===== src/rtl/rc_driver.sv =====
// rc_driver
//   Host-side driver for a dual-rail (return-to-zero) asynchronous array.
//   An operand word accepted from the host is encoded one channel per bit
//   onto aout. The block then waits for the array's answer on ain, through
//   a two-flop synchronizer. It captures the answer once it is complete and
//   stable, presents it to the host, and returns aout to all-empty. It then
//   waits for the array to release ain before it takes the next operand.
//
// Ports
//   clk, reset       clock and asynchronous active-high reset
//   in_valid/ready   operand handshake, in_data carries WIDTH operand bits
//   out_valid/ready  result handshake, out_data carries WIDTH result bits
//   err              sticky flags: [1] illegal 11 code seen, [0] timeout
//   aout             dual-rail drive into the array, channel i = [2i+1:2i]
//   ain              dual-rail answer from the array (asynchronous)
//
// Dual-rail code per channel: 00 empty, 01 value 0, 10 value 1, 11 illegal.
module rc_driver #(
  parameter int WIDTH   = 4,
  parameter int TIMEOUT = 255
) (
  input  logic               clk,
  input  logic               reset,
  input  logic               in_valid,
  output logic               in_ready,
  input  logic [WIDTH-1:0]   in_data,
  output logic               out_valid,
  input  logic               out_ready,
  output logic [WIDTH-1:0]   out_data,
  output logic [1:0]         err,
  output logic [2*WIDTH-1:0] aout,
  input  logic [2*WIDTH-1:0] ain
);

  localparam int            CW      = $clog2(TIMEOUT + 1);
  localparam logic [CW-1:0] CNT_MAX = CW'(TIMEOUT);

  typedef enum logic [1:0] {IDLE, DRIVE, WAIT_RES, WAIT_EMPTY} state_t;

  state_t             state_q, state_d;
  logic [2*WIDTH-1:0] syncMeta_q, sa_q, saPrev_q;
  logic [2*WIDTH-1:0] aout_q, aout_d;
  logic               outValid_q, outValid_d;
  logic [WIDTH-1:0]   outData_q, outData_d;
  logic [1:0]         err_q, err_d;
  logic [CW-1:0]      cnt_q, cnt_d;
  logic               readyEn_q;

  logic               saComplete, saIllegal, saEmpty, saStable;
  logic [CW-1:0]      cntInc;
  logic               cntHit;

  function automatic logic [2*WIDTH-1:0] encodeWord(input logic [WIDTH-1:0] v);
    logic [2*WIDTH-1:0] r;
    r = '0;
    for (int i = 0; i < WIDTH; i++) begin
      r[2*i +: 2] = v[i] ? 2'b10 : 2'b01;
    end
    return r;
  endfunction

  // readyEn_q holds in_ready low during reset and lets it rise on the
  // first clock edge after reset is released.
  always_ff @(posedge clk or posedge reset) begin
    if (reset) begin
      state_q    <= IDLE;
      syncMeta_q <= '0;
      sa_q       <= '0;
      saPrev_q   <= '0;
      aout_q     <= '0;
      outValid_q <= 1'b0;
      outData_q  <= '0;
      err_q      <= '0;
      cnt_q      <= '0;
      readyEn_q  <= 1'b0;
    end else begin
      state_q    <= state_d;
      syncMeta_q <= ain;
      sa_q       <= syncMeta_q;
      saPrev_q   <= sa_q;
      aout_q     <= aout_d;
      outValid_q <= outValid_d;
      outData_q  <= outData_d;
      err_q      <= err_d;
      cnt_q      <= cnt_d;
      readyEn_q  <= 1'b1;
    end
  end

  // Classify the synchronized answer. Complete means no channel is empty.
  // A channel carrying 11 marks the whole sample illegal.
  always_comb begin
    saComplete = 1'b1;
    saIllegal  = 1'b0;
    for (int i = 0; i < WIDTH; i++) begin
      if (sa_q[2*i +: 2] == 2'b00) saComplete = 1'b0;
      if (sa_q[2*i +: 2] == 2'b11) saIllegal  = 1'b1;
    end
  end

  assign saEmpty  = (sa_q == '0);
  assign saStable = (sa_q == saPrev_q);
  // The counter saturates. Timeout fires on the edge where it would reach
  // TIMEOUT, i.e. after exactly TIMEOUT cycles in the waiting state.
  assign cntInc   = (cnt_q == CNT_MAX) ? cnt_q : cnt_q + CW'(1);
  assign cntHit   = (cntInc == CNT_MAX);

  always_comb begin
    state_d    = state_q;
    aout_d     = aout_q;
    outValid_d = outValid_q;
    outData_d  = outData_q;
    err_d      = err_q;
    cnt_d      = cnt_q;

    if (outValid_q && out_ready) outValid_d = 1'b0;

    case (state_q)
      IDLE: begin
        if (in_valid && in_ready) begin
          aout_d  = encodeWord(in_data);
          err_d   = 2'b00;
          state_d = DRIVE;
        end
      end
      DRIVE: begin
        cnt_d   = '0;
        state_d = WAIT_RES;
      end
      WAIT_RES: begin
        cnt_d = cntInc;
        if (saIllegal) err_d[1] = 1'b1;
        // Capture only when two consecutive samples are complete, legal and
        // identical, so that skewed or glitching channels have settled.
        if (saComplete && !saIllegal && saStable) begin
          for (int i = 0; i < WIDTH; i++) begin
            outData_d[i] = sa_q[2*i+1];
          end
          outValid_d = 1'b1;
          aout_d     = '0;
          cnt_d      = '0;
          state_d    = WAIT_EMPTY;
        end else if (cntHit) begin
          err_d[0] = 1'b1;
          aout_d   = '0;
          cnt_d    = '0;
          state_d  = WAIT_EMPTY;
        end
      end
      WAIT_EMPTY: begin
        cnt_d = cntInc;
        if (saEmpty) begin
          state_d = IDLE;
        end else if (cntHit) begin
          err_d[0] = 1'b1;
          state_d  = IDLE;
        end
      end
      default: state_d = IDLE;
    endcase
  end

  assign in_ready  = readyEn_q && (state_q == IDLE) && !outValid_q;
  assign out_valid = outValid_q;
  assign out_data  = outData_q;
  assign err       = err_q;
  assign aout      = aout_q;

endmodule


===== config.mk =====
export PLATFORM = sky130hd
export DESIGN_NAME = rc_driver
export DESIGN_NICKNAME = d
export VERILOG_FILES = /design/src/rtl/rc_driver.sv
export SDC_FILE = /design/constraint.sdc
export NUM_CORES = 1
export LEC_CHECK = 0
export ABC_AREA = 1
export CAP_MARGIN = 20
export CORE_MARGIN = 2
export CORE_UTILIZATION = 40
export CTS_CLUSTER_DIAMETER = 40
export DETAILED_ROUTE_END_ITERATION = 16
export DONT_BUFFER_PORTS = 1
export GPL_ROUTABILITY_DRIVEN = 0
export SLEW_MARGIN = 25
export SYNTH_ARGS = -nofsm -noshare
export SYNTH_HDL_FRONTEND = slang
export SYNTH_SLANG_ARGS = --single-unit

===== constraint.sdc =====
create_clock -name clk -period 3.45 [get_ports clk]
set_input_delay 0.69 -clock clk [delete_from_list [all_inputs] [get_ports clk]]
set_output_delay 0.69 -clock clk [all_outputs]
set_load 0.05 [all_outputs]

==> results.tsv, run 1 <==
stage	metric	value	unit
routing	vias	1507	
clocking	h-tree-depth	2	
power	p_leak	1.19	nW
timing	fmax	419	MHz
finish	stdcell_count	325	
synthesis	yosys_warnings	0	
finish	syn_to_final_growth	8.32	%
timing	slew_headroom	0.439	
global_route	grt_pass1_wl	6810	µm
synthesis	netlist.area_leader.share	0.566	
floorplanning	io_pins	32	
synthesis	synthArstFlopShare	1.00	
synthesis	synthesis.area	0.00221	mm²
power	power.total	1.67	mW
critical_path	path_delay_family	flip-flops	
timing	hold_viol	0	
power	ir_drop	0.338	mV
clocking	hold_buffers	0	
finish	drive_gt1_frac	0.0791	
clocking	post_cts_buffers	0	
clocking	path_clk_slew	0.10	ns
critical_path	cp-start-kind	flop	
synthesis	syn_inst	246	
clocking	clockBufferDepth	2	
critical_path	critPathRequiredTime	2.76	ns
placed_design	place_ws	1.32	ns
floorplanning	core	0.00541	mm²
critical_path	end_kind	primary output	
clocking	cts_tree	built	
routing	drc	0	
routing	routed_wl	3930	µm
clocking	cts_made_buffers	5	
floorplanning	die_h	78.3	µm
synthesis	yosysTopAreaCell	dfrtp_1	
synthesis	ys_seq_area_frac	0.566	
routing	ant_nets	0	
timing	fin_setup_tns	0	ns
worst_hold_path	hold_class	flop to flop	
placed_design	placed_area	0.00230	mm²
timing	fin_ws	1.07	ns
synthesis	synthesis.nets	268	
critical_path	slowest_delay	0.43	ns
job	max_cap_violations	0	
finish	finalNetCount	274	
routing	wl_per_cell	12.1	µm
finish	num_antenna_cells	0	
synthesis	avgSynthCellArea	8.99	µm²
routing	via_per_inst	4.64	
critical_path	cp_max_fo	11	
critical_path	crit_type	flop to primary output	
timing	rsz0062_at_grt	no	
routing	drtIter0Drc	71	
floorplanning	die_x	78.3	µm
finish	fillers	533	
synthesis	synthTopCellsByCount	nand2_1 (78), dfrtp_1 (50), nor2_1 (25)	
clocking	clock-sinks	50	
synthesis	synth_top_flop_cell	dfrtp_1	
placed_design	dp_cells	317	
global_route	grt_max_degree	51	
critical_path	slowest_stage	dfrtp_1	
routing	first_pass_iters	4	
finish	fin_area	0.00239	mm²
placed_design	dp_hpwl	2820	µm
global_route	grt_use_total	0.143	
global_route	antenna_found_initial	0	
clocking	root_buffer	clkbuf_8	
timing	post-route-period-util	0.691	
synthesis	synth_seq_cells	50	
floorplanning	initial_core_util	0.409	
timing	worst_pin_slew	0.841	ns
critical_path	crit_chain	inv_1 > ha_1 > nand2_1 > nor2_1 > buf_4	
critical_path	cp_data_arrival_time	1.69	ns
timing	finalWorstPathRequiredPeriod	2.38	ns
global_route	grt_overflow	0	
placed_design	io_buffers	0	
timing	finalClockSkew	0.00549	ns
timing	setup_viol	0	
power	power_per_cell_area	697	mW/mm²
clocking	cts_resized	0	
synthesis	synth_top_cells_by_area	dfrtp_1 (57%), nand2_1 (13%), nand3_1 (4.8%), nor2_1 (4.2%), ha_1 (3.4%)	
synthesis	synth_edf_count	0	
synthesis	synthDistinctLibCells	28	
synthesis	synth.most_common_cell	nand2_1	
outcome	status	complete, no violations	
critical_path	cp_num_buf_inv	2	
global_route	grt_pass1_vias	1546	
floorplanning	row_count	27	
clocking	clk_latency	0.31	ns
floorplanning	dieArea	0.00614	mm²
timing	slew_viol_final	0	
[layout make-up]
class                   instances  area (µm²)  area share
repair buffers                  1        7.51     0.00313
multi-input cells             172         865       0.361
inverters                      22        83.8      0.0350
clock buffers                   5        68.8      0.0287
clock inverters                 3        28.8      0.0120
well taps                      72        90.1      0.0376
flip-flops and latches         50        1250       0.522
[routing by layer]
layer / wire [µm] / track usage
met1: 1830 / 0.176
met4: 67 / 0.0667
met3: 210 / 0.0402
met2: 1820 / 0.234
met5: 0 / 0
[sequential cells by signal (all words and copies together) (netlist names)]
register    count
aout            8
cnt_q           8
err             2
out_data        4
out_valid       1
readyEn_q       1
saPrev_q        8
sa_q            8
state_q         2
syncMeta_q      8
[where the power goes]
group          switching (mW)  internal, mW
logic                   0.278         0.134
clock network           0.208         0.152
registers               0.230         0.666
[cell families after synthesis]
family / after synthesis / share of synthesized area
DFF: 50 / 0.566
other: 1 / 0.00170
adders and majority gates: 6 / 0.0340
buffers and inverters: 24 / 0.0430
xor gates and xnor gates: 9 / 0.0357
AOI/OAI and AO/OA: 16 / 0.0391
and+or+nand+nor: 140 / 0.281
[metrics by stage]
stage	util	hold slack, ns
6_report	0.443	0.356
5_1_grt	0.443	0.361
4_1_cts	0.443	0.357
3_5_place_dp	0.425	0.335
3_3_place_gp	0.425	0.332
2_1_floorplan	-	0.331
[layout by cell type (no fill, tap or decap), types with 2 or more instances in the layout]
master,instances
ha_1,6
o21ai_1,5
nor2_1,25
inv_1,19
clkbuf_8,5
nand2_4,4
dfrtp_1,50
nand2_1,78
xor2_1,8
nand4_1,5
nand3_1,21
o21ai_0,6
a21oi_1,2
[worst paths after layout]
path / startpoint / endpoint / slack, ns / cells past startpoint
worst max register to register: state_q[0] / err[1] / 1.30 / 9
worst max-delay path: state_q[0] / in_ready / 1.07 / 5
min in group asynchronous: reset / sa_q[4] / 0.40 / 1
worst min-delay path: syncMeta_q[5] / sa_q[5] / 0.36 / 0
max in group asynchronous: reset / err[0] / 2.56 / 1
worst min register to register: syncMeta_q[5] / sa_q[5] / 0.36 / 0
No activity file was read; power rests on OpenSTA's default activity.
==> run 2: changes to the inputs <==
==> constraint.sdc (replaced) <==
create_clock -name clk -period 2.1 [get_ports clk]
set_input_delay 0.42 -clock clk [delete_from_list [all_inputs] [get_ports clk]]
set_output_delay 0.42 -clock clk [all_outputs]
set_load 0.05 [all_outputs]
==> run 2 against run 1 <==
Compared with the run above:
- via count is 2.3% higher
- largest power group unchanged
- routed wire length shrank 0.31%
- utilization up 0.93 points
==> results.tsv, run 2 (synthesis results as in run 1) <==
stage	metric	value	unit	change
timing	worst_pin_slew	0.559	ns	was 0.841 ns
power	p_clk_frac	0.204		was 0.216
critical_path	cp_data_arrival_time	2.13	ns	was 1.69 ns
global_route	busiest_layer	met2		unchanged
floorplanning	die_h	78.3	µm	unchanged
global_route	grt_max_degree	28		was 51
timing	finalWorstPathRequiredPeriod	1.88	ns	
routing	ant_nets	0		unchanged
floorplanning	dieArea	0.00614	mm²	unchanged
clocking	clockBufferDepth	2		unchanged
power	p_leak	1.22	nW	was 1.19 nW
routing	drtIter0Drc	65		was 71
worst_hold_path	hold_class	primary input to asynchronous set/reset pin		was flop to flop
clocking	root_buffer	clkbuf_8		unchanged
timing	hold_viol	0		unchanged
power	ir_drop	0.555	mV	was 0.338 mV
timing	fmax	531	MHz	
global_route	grt_pass1_vias	1535		was 1,546
clocking	h-tree-depth	2		unchanged
job	max_cap_violations	0		unchanged
timing	slew_viol_final	0		unchanged
floorplanning	die_x	78.3	µm	unchanged
power	p_comb_frac	0.263		was 0.247
global_route	grtUsageMet2	0.226		was 0.234
floorplanning	io_pins	32		unchanged
floorplanning	row_count	27		unchanged
power	swShare	0.427		was 0.429
placed_design	dp_hpwl	2890	µm	was 2820 µm
finish	layout_commonest_cell	nand2_1		unchanged
power	p_sw	1.18	mW	was 0.716 mW
power	p_int	1.59	mW	was 0.952 mW
critical_path	critPathRequiredTime	2.34	ns	was 2.76 ns
placed_design	io_buffers	0		unchanged
timing	finalClockSkew	0.00523	ns	was 0.00549 ns
finish	drive_gt1_frac	0.101		was 0.0791
critical_path	cp-start-kind	flop		unchanged
clocking	cts_made_buffers	5		unchanged
global_route	met1_usage	0.176		about the same
clocking	path_clk_slew	0.09	ns	was 0.10 ns
routing	routed_wl	3910	µm	was 3930 µm
power	power_per_cell_area	1130	mW/mm²	was 697 mW/mm²
finish	stdcell_count	330		was 325
timing	slew_headroom	0.627		was 0.439
routing	first_pass_iters	4		unchanged
finish	syn_to_final_growth	10.6	%	was 8.32%
global_route	grt_overflow	0		unchanged
timing	post-route-period-util	0.897		
finish	finalNetCount	279		was 274
critical_path	end_kind	flop		was primary output
timing	setup_viol	0		unchanged
global_route	grt_use_total	0.144		was 0.143
global_route	grt_pass1_wl	6850	µm	was 6810 µm
clocking	cts_tree	built		unchanged
routing	vias	1542		was 1,507
routing	wl_per_cell	11.9	µm	was 12.1 µm
outcome	status	complete, no violations		unchanged
clocking	clock-sinks	50		unchanged
timing	fin_setup_tns	0	ns	unchanged
finish	layout_common_cells	nand2_1 (78), dfrtp_1 (50), nor2_1 (25)		unchanged
routing	via_per_inst	4.67		was 4.64
global_route	grtUsageMet3	0.0540		was 0.0402
floorplanning	core	0.00541	mm²	unchanged
floorplanning	initial_core_util	0.409		unchanged
routing	drc	0		unchanged
critical_path	cp_max_fo	4		was 11
finish	num_antenna_cells	0		unchanged
critical_path	crit_type	flop to flop		was flop to primary output
placed_design	dp_cells	322		was 317
power	power_frac_seq	0.533		was 0.537
timing	rsz0062_at_grt	no		unchanged
clocking	clk_latency	0.30	ns	was 0.31 ns
global_route	antenna_found_initial	0		unchanged
-- run 2: cell types whose count changed in the layout (fill, tap and decap cells not counted), sizes merged --
cell,change
clkinv,-1
buf,+5
clkinvlp,+1
-- run 2: layer usage --
metal / wire [µm] / vias to the layer above
met5: 0 / -
met4: 84 / 0
met3: 249 / 7
met2: 1780 / 32
met1: 1800 / 705
li1: - / 798
-- run 2: final cells by class --
| cell class | instances | area [µm²] |
|---|---|---|
| fill | 532 | 2960 |
| inverter | 22 | 82.6 |
| clock inverter | 3 | 25.0 |
| tap | 72 | 90.1 |
| multi-input combinational | 172 | 870 |
| sequential | 50 | 1250 |
| timing repair buffer | 6 | 57.6 |
| clock buffer | 5 | 68.8 |
-- run 2: path summary, 6_finish.rpt --
kind                               start            end  slack (ns)  depth (start not counted)
max in group asynchronous          reset    out_data[1]        1.54                          2
min reg2reg                syncMeta_q[0]        sa_q[0]        0.36                          0
max reg2reg                   state_q[1]         err[0]        0.22                          9
min in group clk                  ain[7]  syncMeta_q[7]        0.14                          0
min                                reset       cnt_q[0]        0.05                          1
max                           state_q[1]         err[0]        0.22                          9
-- run 2: power groups by stage --
| stage | Sequential, mW | Clock [mW] | Combinational, mW |
|---|---|---|---|
| 5_1_grt | 1.50 | 0.632 | 0.839 |
| 4_1_cts | 1.48 | 0.589 | 0.736 |
| 3_3_place_gp | 1.50 | 0 | 0.719 |
| 6_report | 1.48 | 0.564 | 0.730 |
| 2_1_floorplan | 1.47 | 0 | 0.552 |
| 3_5_place_dp | 1.50 | 0 | 0.728 |
-- run 2: repair_timing --
action	4_1_cts	5_1_grt
resized for setup	0	1
hold buffers	0	0
endpoints found under the setup margin	0	1
setup buffers	0	0
-- run 2: critical path, stage by stage (launching register included) --
cell     delay, ns
dfrtp_1       0.43
inv_1         0.13
ha_1          0.18
nand2_1       0.08
nor3b_2       0.23
nor2_1        0.12
nor3_1        0.30
nand2_1       0.09
nor2_1        0.14
o21a_1        0.12
-- run 2: per-stage QoR --
| stage | total power [mW] | worst slack (ns) | utilization | hold WS, ns | area, µm² |
|---|---|---|---|---|---|
| final | 2.77 | 0.216 | 0.452 | 0.0472 | 2440 |
| after global routing | 2.97 | 0.0106 | 0.452 | 0.0648 | 2440 |
| after CTS | 2.80 | 0.0808 | 0.451 | 0.0604 | 2440 |
| after detailed placement | 2.23 | 0.170 | 0.434 | 0.335 | 2350 |
| after global placement | 2.21 | 0.155 | 0.434 | 0.333 | 2350 |
| after floorplan | 2.02 | 0.333 | - | 0.331 | 2210 |
==> run 3: changes to the inputs <==
--- a/config.mk
+++ b/config.mk
@@ -13,7 +13,6 @@
 export DETAILED_ROUTE_END_ITERATION = 16
 export DONT_BUFFER_PORTS = 1
 export GPL_ROUTABILITY_DRIVEN = 0
-export SLEW_MARGIN = 25
 export SYNTH_ARGS = -nofsm -noshare
 export SYNTH_HDL_FRONTEND = slang
 export SYNTH_SLANG_ARGS = --single-unit
==> results of run 3 <==
The final DEF is identical to that of run 2; final timing and power are the same.
